## src/rtl/bp_cce_mem_cmd_serializer_pkg.sv

```systemverilog
// Shared types and helpers for the CCE memory-command serializer.
//
// Contents:
//   beat_width_gp          width of one serialized data beat (64)
//   paddr_width_gp         physical address width carried in the header
//   mem_payload_width_gp   width of the opaque header payload field
//   bp_cce_mem_cmd_type_e  memory command opcodes
//   bp_cce_mem_req_size_e  request size encodings (1B .. 64B)
//   bp_cce_mem_hdr_s       header layout; a full message is {block data, header}
//   mem_size_to_bytes()    size encoding -> byte count
//   mem_cmd_has_data()     true for opcodes that are followed by data beats
package bp_cce_mem_cmd_serializer_pkg;

  localparam int unsigned beat_width_gp        = 64;
  localparam int unsigned paddr_width_gp       = 40;
  localparam int unsigned mem_payload_width_gp = 16;

  typedef enum logic [3:0] {
    e_cce_mem_rd    = 4'd0,
    e_cce_mem_wr    = 4'd1,
    e_cce_mem_uc_rd = 4'd2,
    e_cce_mem_uc_wr = 4'd3,
    e_cce_mem_pre   = 4'd4,
    e_cce_mem_wb    = 4'd5
  } bp_cce_mem_cmd_type_e;

  typedef enum logic [2:0] {
    e_mem_size_1  = 3'd0,
    e_mem_size_2  = 3'd1,
    e_mem_size_4  = 3'd2,
    e_mem_size_8  = 3'd3,
    e_mem_size_16 = 3'd4,
    e_mem_size_32 = 3'd5,
    e_mem_size_64 = 3'd6
  } bp_cce_mem_req_size_e;

  // Packed MSB-first: payload sits on top, msg_type in the low bits.
  typedef struct packed {
    logic [mem_payload_width_gp-1:0] payload;
    bp_cce_mem_req_size_e            size;
    logic [paddr_width_gp-1:0]       addr;
    bp_cce_mem_cmd_type_e            msg_type;
  } bp_cce_mem_hdr_s;

  function automatic int unsigned mem_size_to_bytes(input bp_cce_mem_req_size_e size);
    return 32'd1 << size;
  endfunction

  function automatic logic mem_cmd_has_data(input bp_cce_mem_cmd_type_e msg_type);
    return (msg_type == e_cce_mem_wb) || (msg_type == e_cce_mem_uc_wr);
  endfunction

endpackage

```

## src/rtl/bp_cce_mem_cmd_serializer_dff_en.sv

```systemverilog
// Enabled register without reset, used to capture a whole memory command.
//
// Ports:
//   clk_i   clock
//   en_i    load enable; data_i is captured on the rising edge when high
//   data_i  value to capture
//   data_o  captured value
module bp_cce_mem_cmd_serializer_dff_en #(
  parameter int unsigned width_p = 1
) (
  input  logic               clk_i,
  input  logic               en_i,
  input  logic [width_p-1:0] data_i,
  output logic [width_p-1:0] data_o
);

  logic [width_p-1:0] data_q;

  always_ff @(posedge clk_i) begin
    if (en_i) begin
      data_q <= data_i;
    end
  end

  assign data_o = data_q;

endmodule

```

## src/rtl/bp_cce_mem_cmd_serializer.sv

```systemverilog
// Serializes a full-block CCE memory command into a header followed by
// 64-bit data beats (only for opcodes that carry data).
//
// Ports:
//   clk_i             clock
//   reset_i           synchronous active-high reset
//   mem_cmd_i         full message {block data, header}
//   mem_cmd_v_i       command valid
//   mem_cmd_ready_o   command ready; high only while idle
//   mem_hdr_o         registered header
//   mem_hdr_v_o       header valid
//   mem_hdr_ready_i   header ready
//   mem_data_o        current data beat
//   mem_data_v_o      data beat valid
//   mem_data_last_o   current beat is the final one of the command
//   mem_data_ready_i  data ready
module bp_cce_mem_cmd_serializer
  import bp_cce_mem_cmd_serializer_pkg::*;
#(
  parameter bp_params_p = "inv",
  // "sml" selects the reduced-block configuration; everything else uses 512-bit blocks.
  localparam int unsigned cce_block_width_p    = (bp_params_p == "sml") ? 256 : 512,
  localparam int unsigned mem_hdr_width_lp     = $bits(bp_cce_mem_hdr_s),
  localparam int unsigned cce_mem_msg_width_lp = mem_hdr_width_lp + cce_block_width_p
) (
  input  logic                                              clk_i,
  input  logic                                              reset_i,

  input  logic [cce_mem_msg_width_lp-1:0]                   mem_cmd_i,
  input  logic                                              mem_cmd_v_i,
  output logic                                              mem_cmd_ready_o,

  output logic [cce_mem_msg_width_lp-cce_block_width_p-1:0] mem_hdr_o,
  output logic                                              mem_hdr_v_o,
  input  logic                                              mem_hdr_ready_i,

  output logic [63:0]                                       mem_data_o,
  output logic                                              mem_data_v_o,
  output logic                                              mem_data_last_o,
  input  logic                                              mem_data_ready_i
);

  localparam int unsigned beat_width_lp   = beat_width_gp;
  localparam int unsigned num_beats_lp    = cce_block_width_p / beat_width_lp;
  localparam int unsigned lg_num_beats_lp = (num_beats_lp > 1) ? $clog2(num_beats_lp) : 1;

  typedef enum logic [1:0] {
    e_idle = 2'd0,
    e_hdr  = 2'd1,
    e_data = 2'd2
  } state_e;

  state_e                                       state_q;
  logic                                         ready_q;
  logic                                         hdr_v_q;
  logic                                         data_v_q;
  logic [lg_num_beats_lp-1:0]                   cnt_q;

  logic                                         accept;
  logic [cce_mem_msg_width_lp-1:0]              msg_q;
  bp_cce_mem_hdr_s                              hdr_q;
  logic [num_beats_lp-1:0][beat_width_lp-1:0]   data_q;
  logic [lg_num_beats_lp-1:0]                   last_idx;
  logic                                         beat_last;
  logic                                         has_data;

  // ready_q is only ever set while idle, so it alone qualifies the accept.
  assign accept = mem_cmd_v_i & ready_q;

  bp_cce_mem_cmd_serializer_dff_en #(
    .width_p(cce_mem_msg_width_lp)
  ) u_msg_reg (
    .clk_i  (clk_i),
    .en_i   (accept),
    .data_i (mem_cmd_i),
    .data_o (msg_q)
  );

  assign hdr_q  = msg_q[mem_hdr_width_lp-1:0];
  assign data_q = msg_q[cce_mem_msg_width_lp-1:mem_hdr_width_lp];

  // Index of the final beat: max(1, bytes/8) beats, clamped to the block size.
  function automatic logic [lg_num_beats_lp-1:0] last_beat_idx(
    input bp_cce_mem_req_size_e size
  );
    int unsigned beats;
    beats = mem_size_to_bytes(size) / (beat_width_lp / 8);
    if (beats == 0) begin
      beats = 1;
    end
    if (beats > num_beats_lp) begin
      beats = num_beats_lp;
    end
    return lg_num_beats_lp'(beats - 1);
  endfunction

  assign last_idx  = last_beat_idx(hdr_q.size);
  assign beat_last = (cnt_q == last_idx);
  assign has_data  = mem_cmd_has_data(hdr_q.msg_type);

  // Control FSM with registered handshake outputs and the beat counter.
  always_ff @(posedge clk_i) begin
    if (reset_i) begin
      state_q  <= e_idle;
      ready_q  <= 1'b0;
      hdr_v_q  <= 1'b0;
      data_v_q <= 1'b0;
      cnt_q    <= '0;
    end else begin
      unique case (state_q)
        e_idle: begin
          ready_q <= 1'b1;
          if (accept) begin
            state_q <= e_hdr;
            ready_q <= 1'b0;
            hdr_v_q <= 1'b1;
          end
        end
        e_hdr: begin
          if (hdr_v_q & mem_hdr_ready_i) begin
            hdr_v_q <= 1'b0;
            if (has_data) begin
              state_q  <= e_data;
              data_v_q <= 1'b1;
              cnt_q    <= '0;
            end else begin
              state_q <= e_idle;
              ready_q <= 1'b1;
            end
          end
        end
        e_data: begin
          if (data_v_q & mem_data_ready_i) begin
            if (beat_last) begin
              state_q  <= e_idle;
              data_v_q <= 1'b0;
              ready_q  <= 1'b1;
              cnt_q    <= '0;
            end else begin
              cnt_q <= cnt_q + 1'b1;
            end
          end
        end
        default: begin
          state_q  <= e_idle;
          ready_q  <= 1'b0;
          hdr_v_q  <= 1'b0;
          data_v_q <= 1'b0;
          cnt_q    <= '0;
        end
      endcase
    end
  end

  assign mem_cmd_ready_o = ready_q;
  assign mem_hdr_o       = hdr_q;
  assign mem_hdr_v_o     = hdr_v_q;
  assign mem_data_o      = data_q[cnt_q];
  assign mem_data_v_o    = data_v_q;
  assign mem_data_last_o = data_v_q & beat_last;

endmodule

```

## config.mk

```make
export PLATFORM = sky130hd
export DESIGN_NAME = bp_cce_mem_cmd_serializer
export DESIGN_NICKNAME = d
export VERILOG_FILES = /design/src/rtl/bp_cce_mem_cmd_serializer_pkg.sv /design/src/rtl/bp_cce_mem_cmd_serializer_dff_en.sv /design/src/rtl/bp_cce_mem_cmd_serializer.sv
export SDC_FILE = /design/constraint.sdc
export NUM_CORES = 1
export LEC_CHECK = 0
export ABC_CLOCK_PERIOD_IN_PS = 27800
export BUFFER_PORTS_ARGS = -buffer_cell sky130_fd_sc_hd__buf_2
export CAP_MARGIN = 20
export CORE_AREA = 10 10 270 272
export CTS_CLUSTER_SIZE = 14
export DETAILED_ROUTE_END_ITERATION = 10
export DIE_AREA = 0 0 280 282
export GPL_TIMING_DRIVEN = 0
export PLACE_DENSITY = 0.62
export SYNTH_ARGS = -nofsm -noshare
export SYNTH_HDL_FRONTEND = slang
export SYNTH_SLANG_ARGS = --single-unit
```

## constraint.sdc

```tcl
create_clock -name clk_i -period 27.8 [get_ports clk_i]
set_input_delay 2.78 -clock clk_i [delete_from_list [all_inputs] [get_ports clk_i]]
set_output_delay 2.78 -clock clk_i [all_outputs]
set_load 0.02 [all_outputs]
```

Word level (Yosys, flattened, before mapping)
Index checks and enable logic that the tools add are counted.
- output and inout port bits: 131
- RAM bits: 0
- memories kept: 0
- bits of input ports: 580
- word-level logic and storage cells: 65
- memory bits (read-only): 0
- flip-flop bits (word level): 583
- latch bits: 0
- divide/modulo/power cells: 0
- bitwise operators: 6
- add/sub/neg operators: 2
- $lt $le $gt $ge: 2
- reduce and logical (&&, ||, !) cells: 8
- shift-type cells: 1
- mux-type cells: 29
- $mul: 0
- eq/ne operators: 11
- operators with widths (operator ; number):
    $bmux W64 S3 ; 1
    $mux W64 ; 1
    $logic_not A32 Y1 ; 1
    $shl A1 B3 Y32 const A ; 1
    $gt A29 B4 Y1 const B ; 1
    $mux W29 ; 1
    $mux W3 ; 5
    $ne A2 B2 Y1 const B ; 6
    $reduce_and A4 Y1 ; 3
    $mux W1 ; 11
    $mux W2 ; 5
    $pmux W1 S3 ; 3
    $pmux W3 S3 ; 1
    $pmux W2 S3 ; 1
    $reduce_and A5 Y1 ; 1
    $and A1 B1 Y1 ; 4
    $eq A4 B2 Y1 const B ; 1
    $eq A4 B3 Y1 const B ; 1
    $lt A3 B4 Y1 const B ; 1
    $add A3 B1 Y3 const B ; 1
    $eq A3 B3 Y1 ; 1
    $reduce_and A3 Y1 ; 1
    $sub A3 B1 Y3 const B ; 1
    $eq A2 B1 Y1 const B ; 1
    other kinds (4) ; 5

Depth between registers and ports, before layout
Gate-level depths: netlist of run 1.
- depth in word-level cells: 10
- mapped depth: 7
- depth with buffers taken out: 7

By module
From an unflattened synthesis of run 1, not the netlist that was laid out.
- cells, all modules: 875
- area total of the unflattened synthesis: 21620.7 um2
- by module, submodules not included (module ; times used ; area each (um2) ; cells an instance):
    bp_cce_mem_cmd_serializer_dff_en ; 1 ; 17266.6 ; 575
    bp_cce_mem_cmd_serializer ; 1 ; 4354.2 ; 300

Worst setup path after synthesis of run 1
No wires, ideal clock.
- path type: input to register
- from: in mem_cmd_v_i
- to: reg state_q[1]
- arrival time: 15.069 ns
- path buffers: 0
- data required time: 27.669 ns
- path slack: 12.601 ns
- stages on the path: 4
- setup time: 0.131 ns
- cell sequence: nand2_1 > inv_1 > o211ai_1 > mux2_1
- longest elaborated chain between the ends: 3
- RTL lines (what ; RTL line ; source):
    from (decl) ; bp_cce_mem_cmd_serializer.sv:30 ; input logic mem_cmd_v_i,
    $and A1 B1 Y1 ; bp_cce_mem_cmd_serializer.sv:68 ; assign accept = mem_cmd_v_i & ready_q;
    via accept ; bp_cce_mem_cmd_serializer.sv:59 ; logic accept;
    $ne A2 B2 Y1 (no line) ; - ;
    $reduce_and A4 Y1 (no line) ; - ;
    to (signal assigned) ; bp_cce_mem_cmd_serializer.sv:104 ; state_q <= e_idle;
    to (signal assigned) ; bp_cce_mem_cmd_serializer.sv:114 ; state_q <= e_hdr;
    to (signal assigned) ; bp_cce_mem_cmd_serializer.sv:123 ; state_q <= e_data;
    to (decl) ; bp_cce_mem_cmd_serializer.sv:53 ; state_e state_q;
The timed path passes the listed nets, and every way through them passes these cells.
A chain may end at the register's enable or synchronous reset.

Final worst setup path of run 1
- from: reg cnt_q[1]
- to: out mem_data_o[3]
- longest elaborated chain between the ends: 2
- RTL lines (what ; RTL line ; source):
    from (decl) ; bp_cce_mem_cmd_serializer.sv:57 ; logic [lg_num_beats_lp-1:0] cnt_q;
    from (signal assigned) ; bp_cce_mem_cmd_serializer.sv:140 ; cnt_q <= cnt_q + 1'b1;
    $bmux W64 S3 ; bp_cce_mem_cmd_serializer.sv:158 ; assign mem_data_o = data_q[cnt_q];
    $mux W64 (implied by the code) ; bp_cce_mem_cmd_serializer.sv:158 ;
    to (decl) ; bp_cce_mem_cmd_serializer.sv:37 ; output logic [63:0] mem_data_o,
Every way passes these cells. The select of a mux whose other input is x is not followed.

==> summary.txt, run 1 <==
Reg-to-Reg Start: mem_cmd_ready_o
Area Overhead vs Synth: 30.4%
core area: 67700 um2
Async S/R FF share, synth: 0
GRT overflow: 0
Max-slew headroom: 0.416
Die ar.: 79000 um2
Internal Power: 1.57 mW
Avg Cell Area, Syn: 23.6 um2
CP endpoint: mem_data_o[3]
Hold WC Path Type: flip-flop to flip-flop
vias: 12.2k
setup ws final: 21670 ps
top_reg_cell synth: edfxtp_1
Synth Area in Adders: 0.00340
Fin. Hold Viols: 0
clock skew: 17.7 ps
crit path time final: 6130 ps
FMAX: 0.163 GHz
mux share of post-synthesis cell area: 0.164
setup TNS: 0 ps
CTS tree: built
Starting Density: 0.326
WP buf/inv: 4
RSZ-0062 raised after global routing: false
clock slew at reported path FFs: 70 ps
compound-cell area share of the yosys netlist: 0.00487
CP startpoint: cnt_q[1]
Comb power frac: 0.087
WP data arrival: 3350 ps
Yosys reg bits: 583
max-slew violation count: 0
Synthesis Warnings: 0
ANT nets after route: 0
synthesized area: 22100 um2
FP Rows: 96
sequential standard cell area: 17400 um2
largest net degree at the start of global routing: 142
Max-cap violations: 0
multi-input logic area: 3990 um2
Fill cells: 6075
type of origin of the critical path: flip-flop
Avg WL per Cell: 24.7 um
Worst R2R Path Depth: 4
CTS Root Cell: clkbuf_16
Cell Count, Final, Fillers Out: 2663
crit share post-route: 0.221
capturing point of the worst reg2reg path: u_msg_reg.data_o[171]
initial antenna violation count: 22
status: complete, no violations
Placed Cells: 2536
post-synthesis xor/xnor area fraction: 0.00266
Skew-Pair Late Insertion Delay: 610 ps
CP Capture Type: primary output
simple-gate share of the synthesized area: 0.00538
1st-iter DRT viols: 799
post-synth cell types: 37
nets@finish: 2302
Die Y: 282 um
clock buffer depth: 3
Total GRT Usage: 0.160
Seq/Total Area, Yosys: 0.788
clock sink count: 583
DP Worst Slack: 22200 ps
drt drc: 0
CP delay by family, top: buffers and inverters
vias per cell: 4.58
postcts setup bufs: 0
first-pass GRT wire length: 92000 um
Yosys top cell area share: 0.781
CP max FO: 10
Post-synth EDFFs: 575
required time of the worst setup path: 25020 ps
clock share of power: 0.376
max incr delay on CP: 660 ps
Top Ports: 711
slowest CP cell: buf_1
Sequential Power Share: 0.537
main combinational cell family by area after synthesis: multiplexers
Detail Placement HPWL: 50700 um
Die X: 280 um
Final Wtd Congestion: 0.823
largest cells by area after synthesis: edfxtp_1 78%, mux4_2 13%, mux2_2 3.3%
count leader, synth: edfxtp_1
vias in the first global route: 13.7k
flop2flop setup slack: 25170 ps
drt total wl: 65800 um
drt pass-1 iters: 5
Psw: 449 uW
leakage: 10.6 nW
cts hold-fix bufs: 0
CTS H-tree lvls: 2
Power Density: 70.1 nW/um2
Cell Chain, Critical Path: clkbuf_1 > buf_8 > buf_1 > mux4_2 > mux2_2 > buf_2
Crit Path Category: flip-flop to primary output
Peak VDD IR: 0.0498 mV
Sw Ratio: 0.222
synthesized net count: 1523
Synth area leader: edfxtp_1
endpoints failing setup: 0
cts bufs inserted: 60
port buffer count: 709
Synth top cells by count: 575 x edfxtp_1, 128 x mux4_2, 72 x buf_4, 64 x mux2_2, 16 x clkbuf_1
Worst Tran Pin Value: 876 ps
Mapped Cells: 937
CP Depth: 6
post-cts sizing count: 0
share of layout cells above drive strength 1: 0.608
flip-flops by register name (all words and copies together), names as in the netlist:
name,flops
cnt_q,3
mem_cmd_ready_o,1
mem_data_v_o,1
mem_hdr_v_o,1
state_q,2
u_msg_reg.data_o,575
area by class of cell:
| class | instances | area share |
|---|---|---|
| clock buffer | 68 | 0.0531 |
| tap | 882 | 0.0383 |
| inverter | 7 | 0.00117 |
| timing repair buffer | 717 | 0.129 |
| clock inverter | 43 | 0.0107 |
| antenna | 16 | 0.00139 |
| multi-input combinational | 245 | 0.138 |
| buffer | 102 | 0.0232 |
| sequential | 583 | 0.605 |
layer usage:
metal | global-route usage | vias up | share of wire
met3 | 0.0440 | 99 | 0.073
met5 | 0 | - | 0.0010
met4 | 0.0543 | 10 | 0.024
met2 | 0.286 | 518 | 0.53
li1 | - | 5409 | -
met1 | 0.182 | 6149 | 0.37
worst reg2reg max path, delay by kind of cell, from the launching register on:
kind,cells,cell delay [ps]
buf+inv,3,1560
flops,1,350
simple gates,1,150
cells in the final DEF, fill, tap and decap left out, types with 2 or more instances in the layout:
| master | count |
|---|---|
| xnor2_1 | 2 |
| nor3_1 | 2 |
| o21ai_0 | 2 |
| ha_1 | 6 |
| edfxtp_1 | 575 |
| mux2_1 | 2 |
| buf_16 | 4 |
| or3_1 | 2 |
| clkinv_2 | 13 |
| bufinv_16 | 4 |
| buf_8 | 4 |
| buf_4 | 72 |
| clkbuf_1 | 24 |
| inv_1 | 5 |
| buf_1 | 7 |
| inv_6 | 2 |
| nand2_1 | 7 |
| diode_2 | 16 |
| mux2_2 | 64 |
| clkinv_1 | 23 |
| buf_2 | 715 |
| mux4_2 | 128 |
| dfxtp_1 | 8 |
| or3b_1 | 2 |
| a21oi_1 | 7 |
| nand3_1 | 2 |
| clkbuf_16 | 60 |
| nor2_1 | 4 |
through the flow:
step	hold WS, ps	cell area (um2)	utilization	power, mW
floorplan	558	22100	-	1.24
global placement	496	26800	0.395	1.34
detailed placement	511	26900	0.398	1.28
CTS	524	28800	0.425	2.05
global route	535	28800	0.425	2.09
finish	519	28800	0.425	2.02
power by group through the flow:
stage,combinational [mW],sequential (mW),clock [mW]
floorplan,0.0937,1.15,0
global placement,0.168,1.17,0
detailed placement,0.179,1.10,0
CTS,0.179,1.08,0.782
global route,0.190,1.09,0.814
finish,0.176,1.08,0.760
how the worst min path moves through the flow:
| stage | start | end | slack [ps] | cells past startpoint |
|---|---|---|---|---|
| 3_3_place_gp | mem_data_v_o | mem_data_v_o | 500 | 2 |
| 3_5_place_dp | mem_data_v_o | mem_data_v_o | 510 | 2 |
| 2_1_floorplan | state_q[0] | state_q[0] | 560 | 2 |
| 5_1_grt | mem_data_v_o | mem_data_v_o | 540 | 2 |
| 4_1_cts | mem_data_v_o | mem_data_v_o | 520 | 2 |
| 6_report | mem_data_v_o | mem_data_v_o | 520 | 2 |
kinds of logic (layout without fill, tap and decap cells):
group | after synthesis | after routing
AO/OA/AOI/OAI | 17 | 17
XOR/XNOR | 5 | 5
adder cells (fa/ha/maj) | 6 | 6
buffers and inverters | 109 | 937
flip-flops | 583 | 583
multiplexers | 194 | 194
other | 0 | 16
AND/OR/NAND/NOR | 23 | 23
(Power assumes the default switching activity.)
==> run 2: changes to the inputs <==
Settings changed: ABC_CLOCK_PERIOD_IN_PS 27800 to 5700.
Clock period 27.8 ns to 5.7 ns, I/O delays scaled along.
==> run 2 against run 1 <==
  * Non-clock buffer count grew 11
  * Cell count is 0.71% higher
  * Cell area increased by 1.8%
  * Combinational power rose to 5.1 times the previous value
  * Via count up 1.6%
  * First-iteration DRC count grew 24%
  * Routed wire length increased by 1.3%
  * Sequential power rose to 4.9 times the previous value
==> summary.txt, run 2 (synthesis gave the netlist of run 1 again) <==
1st-iter DRT viols: 987 (+24%)
Detail Placement HPWL: 51400 um (+1.4%)
clock skew: 25.3 ps (+7.61 ps)
GRT overflow: 0 (unchanged)
type of origin of the critical path: flip-flop
Max-slew headroom: 0.320 (-0.0957)
CP Capture Type: primary output
CP startpoint: cnt_q[1]
clock slew at reported path FFs: 60 ps (about the same)
DP Area: 27200 um2 (+0.85%)
FMAX: 0.254 GHz
Sequential Power Share: 0.510 (-0.027)
Largest register FFs: 575 (unchanged)
share of the core filled with cells: 0.433 (+0.00761)
Worst Tran Pin Value: 1020 ps (+144 ps)
Reg-to-Reg Start: mem_cmd_ready_o
Die Y: 282 um (unchanged)
postcts setup bufs: 0 (unchanged)
most frequent cells in the layout: 715 x buf_2, 575 x edfxtp_1, 128 x mux4_2, 72 x buf_4, 69 x clkbuf_16
Hold Startpoint: mem_cmd_i[392]
Skew-Pair Late Insertion Delay: 610 ps (about the same)
vias per cell: 4.62 (+0.93%)
max-slew violation count: 0 (unchanged)
CTS Root Cell: clkbuf_16
CTS H-tree lvls: 3 (+1)
final hold slack: 136 ps (-383 ps)
FP Rows: 96 (unchanged)
initial antenna violation count: 28 (+27%)
share of layout cells above drive strength 1: 0.616 (+0.00844)
Area Overhead vs Synth: 32.7%
capturing point of the worst reg2reg path: u_msg_reg.data_o[445]
crit share post-route: 0.692
Top Ports: 711 (unchanged)
Max-cap violations: 0 (unchanged)
Internal Power: 7.98 mW (+410%)
cts hold-fix bufs: 0 (unchanged)
hold path depth: 1 (-1)
nets@finish: 2320 (+0.78%)
Fill cells: 6034 (-0.67%)
clock buffer depth: 3 (unchanged)
endpoints failing setup: 0 (unchanged)
vias: 12.4k (+1.6%)
Starting Density: 0.326 (unchanged)
required time of the worst setup path: 5130 ps (-19890 ps)
Hold WC Path Type: input pin to flip-flop
WP data arrival: 3370 ps (+20 ps)
fin area: 29300 um2 (+1.8%)
port buffer count: 709 (unchanged)
Fin. Hold Viols: 0 (unchanged)
Peak VDD IR: 0.249 mV (+400%)
CTS tree: built
drt total wl: 66600 um (+1.3%)
status: complete, no violations
commonest non-fill, non-tap cell in the layout: buf_2
clock sink count: 583 (unchanged)
ANT nets after route: 0 (unchanged)
Avg WL per Cell: 24.8 um (+0.57%)
Worst R2R Path Depth: 7 (+3)
Die X: 280 um (unchanged)
clock share of power: 0.402 (+0.026)
leakage: 10.8 nW (+2.0%)
first-pass GRT wire length: 93000 um (+1.1%)
post-cts sizing count: 0 (unchanged)
Sw Ratio: 0.228 (+0.00553)
Die ar.: 79000 um2 (unchanged)
cts bufs inserted: 67 (+12%)
Power Density: 353 nW/um2 (+400%)
Worst Hold End: u_msg_reg.data_o[392]
drt drc: 0 (unchanged)
PnR Total Power: 10.3 mW (+410%)
RSZ-0062 raised after global routing: false
drt pass-1 iters: 5 (unchanged)
largest net degree at the start of global routing: 50 (-65%)
Psw: 2.36 mW (+420%)
core area: 67700 um2 (unchanged)
Final Wtd Congestion: 0.832 (+1.1%)
crit path time final: 3940 ps
CP max FO: 10 (unchanged)
Total GRT Usage: 0.163 (+0.00267)
flop2flop setup slack: 3120 ps (-22050 ps)
Comb power frac: 0.088 (about the same)
vias in the first global route: 13.9k (+2.1%)
Crit Path Category: flip-flop to primary output
[run 2: per-layer routing]
| metal | vias to the layer above | wire, um | global-route usage | part of all wire |
|---|---|---|---|---|
| li1 | 5471 | - | - | - |
| met1 | 6303 | 24300 | 0.179 | 0.36 |
| met2 | 492 | 35700 | 0.290 | 0.54 |
| met3 | 102 | 5060 | 0.0506 | 0.076 |
| met4 | 18 | 1410 | 0.0622 | 0.021 |
| met5 | - | 107 | 0 | 0.0016 |
[run 2: critical path, cell delays in order, from the launching register on]
cell	delay, ps
dfxtp_1	450
clkbuf_1	360
buf_16	200
clkbuf_1	760
mux4_2	470
mux2_2	340
buf_2	180
[run 2: layout make-up]
class,count,area [um2],area share
Buffer,102,668,0.0228
Sequential cell,583,17400,0.594
Timing Repair Buffer,728,3930,0.134
Inverter,7,30.0,0.00102
Antenna cell,17,42.5,0.00145
Clock inverter,34,343,0.0117
Multi-Input combinational cell,245,4000,0.136
Tap cell,882,1100,0.0376
Clock buffer,84,1780,0.0608
[run 2: worst max path at each step]
stage	endpoint	slack (ps)	depth (start not counted)
3_3_place_gp	u_msg_reg.data_o[125]	-7280	3
4_1_cts	mem_data_o[15]	1490	6
3_5_place_dp	mem_data_o[15]	2160	6
2_1_floorplan	u_msg_reg.data_o[0]	-4010	2
5_1_grt	mem_data_o[15]	1470	6
6_report	mem_data_o[43]	1760	6
[run 2: power by group through the flow]
stage               Clock [mW]  Sequential (mW)  Combinational (mW)
global placement             0             5.60               0.821
detailed placement           0             5.37               0.915
floorplan                    0             5.51               0.458
global route              4.47             5.31               0.973
CTS                       4.30             5.28               0.918
finish                    4.16             5.28               0.905
[run 2: metrics by stage]
step / TNS (ps) / std cells / worst slack (ps)
after floorplan: -2315140 / 937 / -4010
after global placement: -4161620 / 2528 / -7280
after detailed placement: 0 / 2547 / 2160
after CTS: 0 / 2665 / 1490
after global routing: 0 / 2679 / 1470
final: 0 / 2682 / 1760
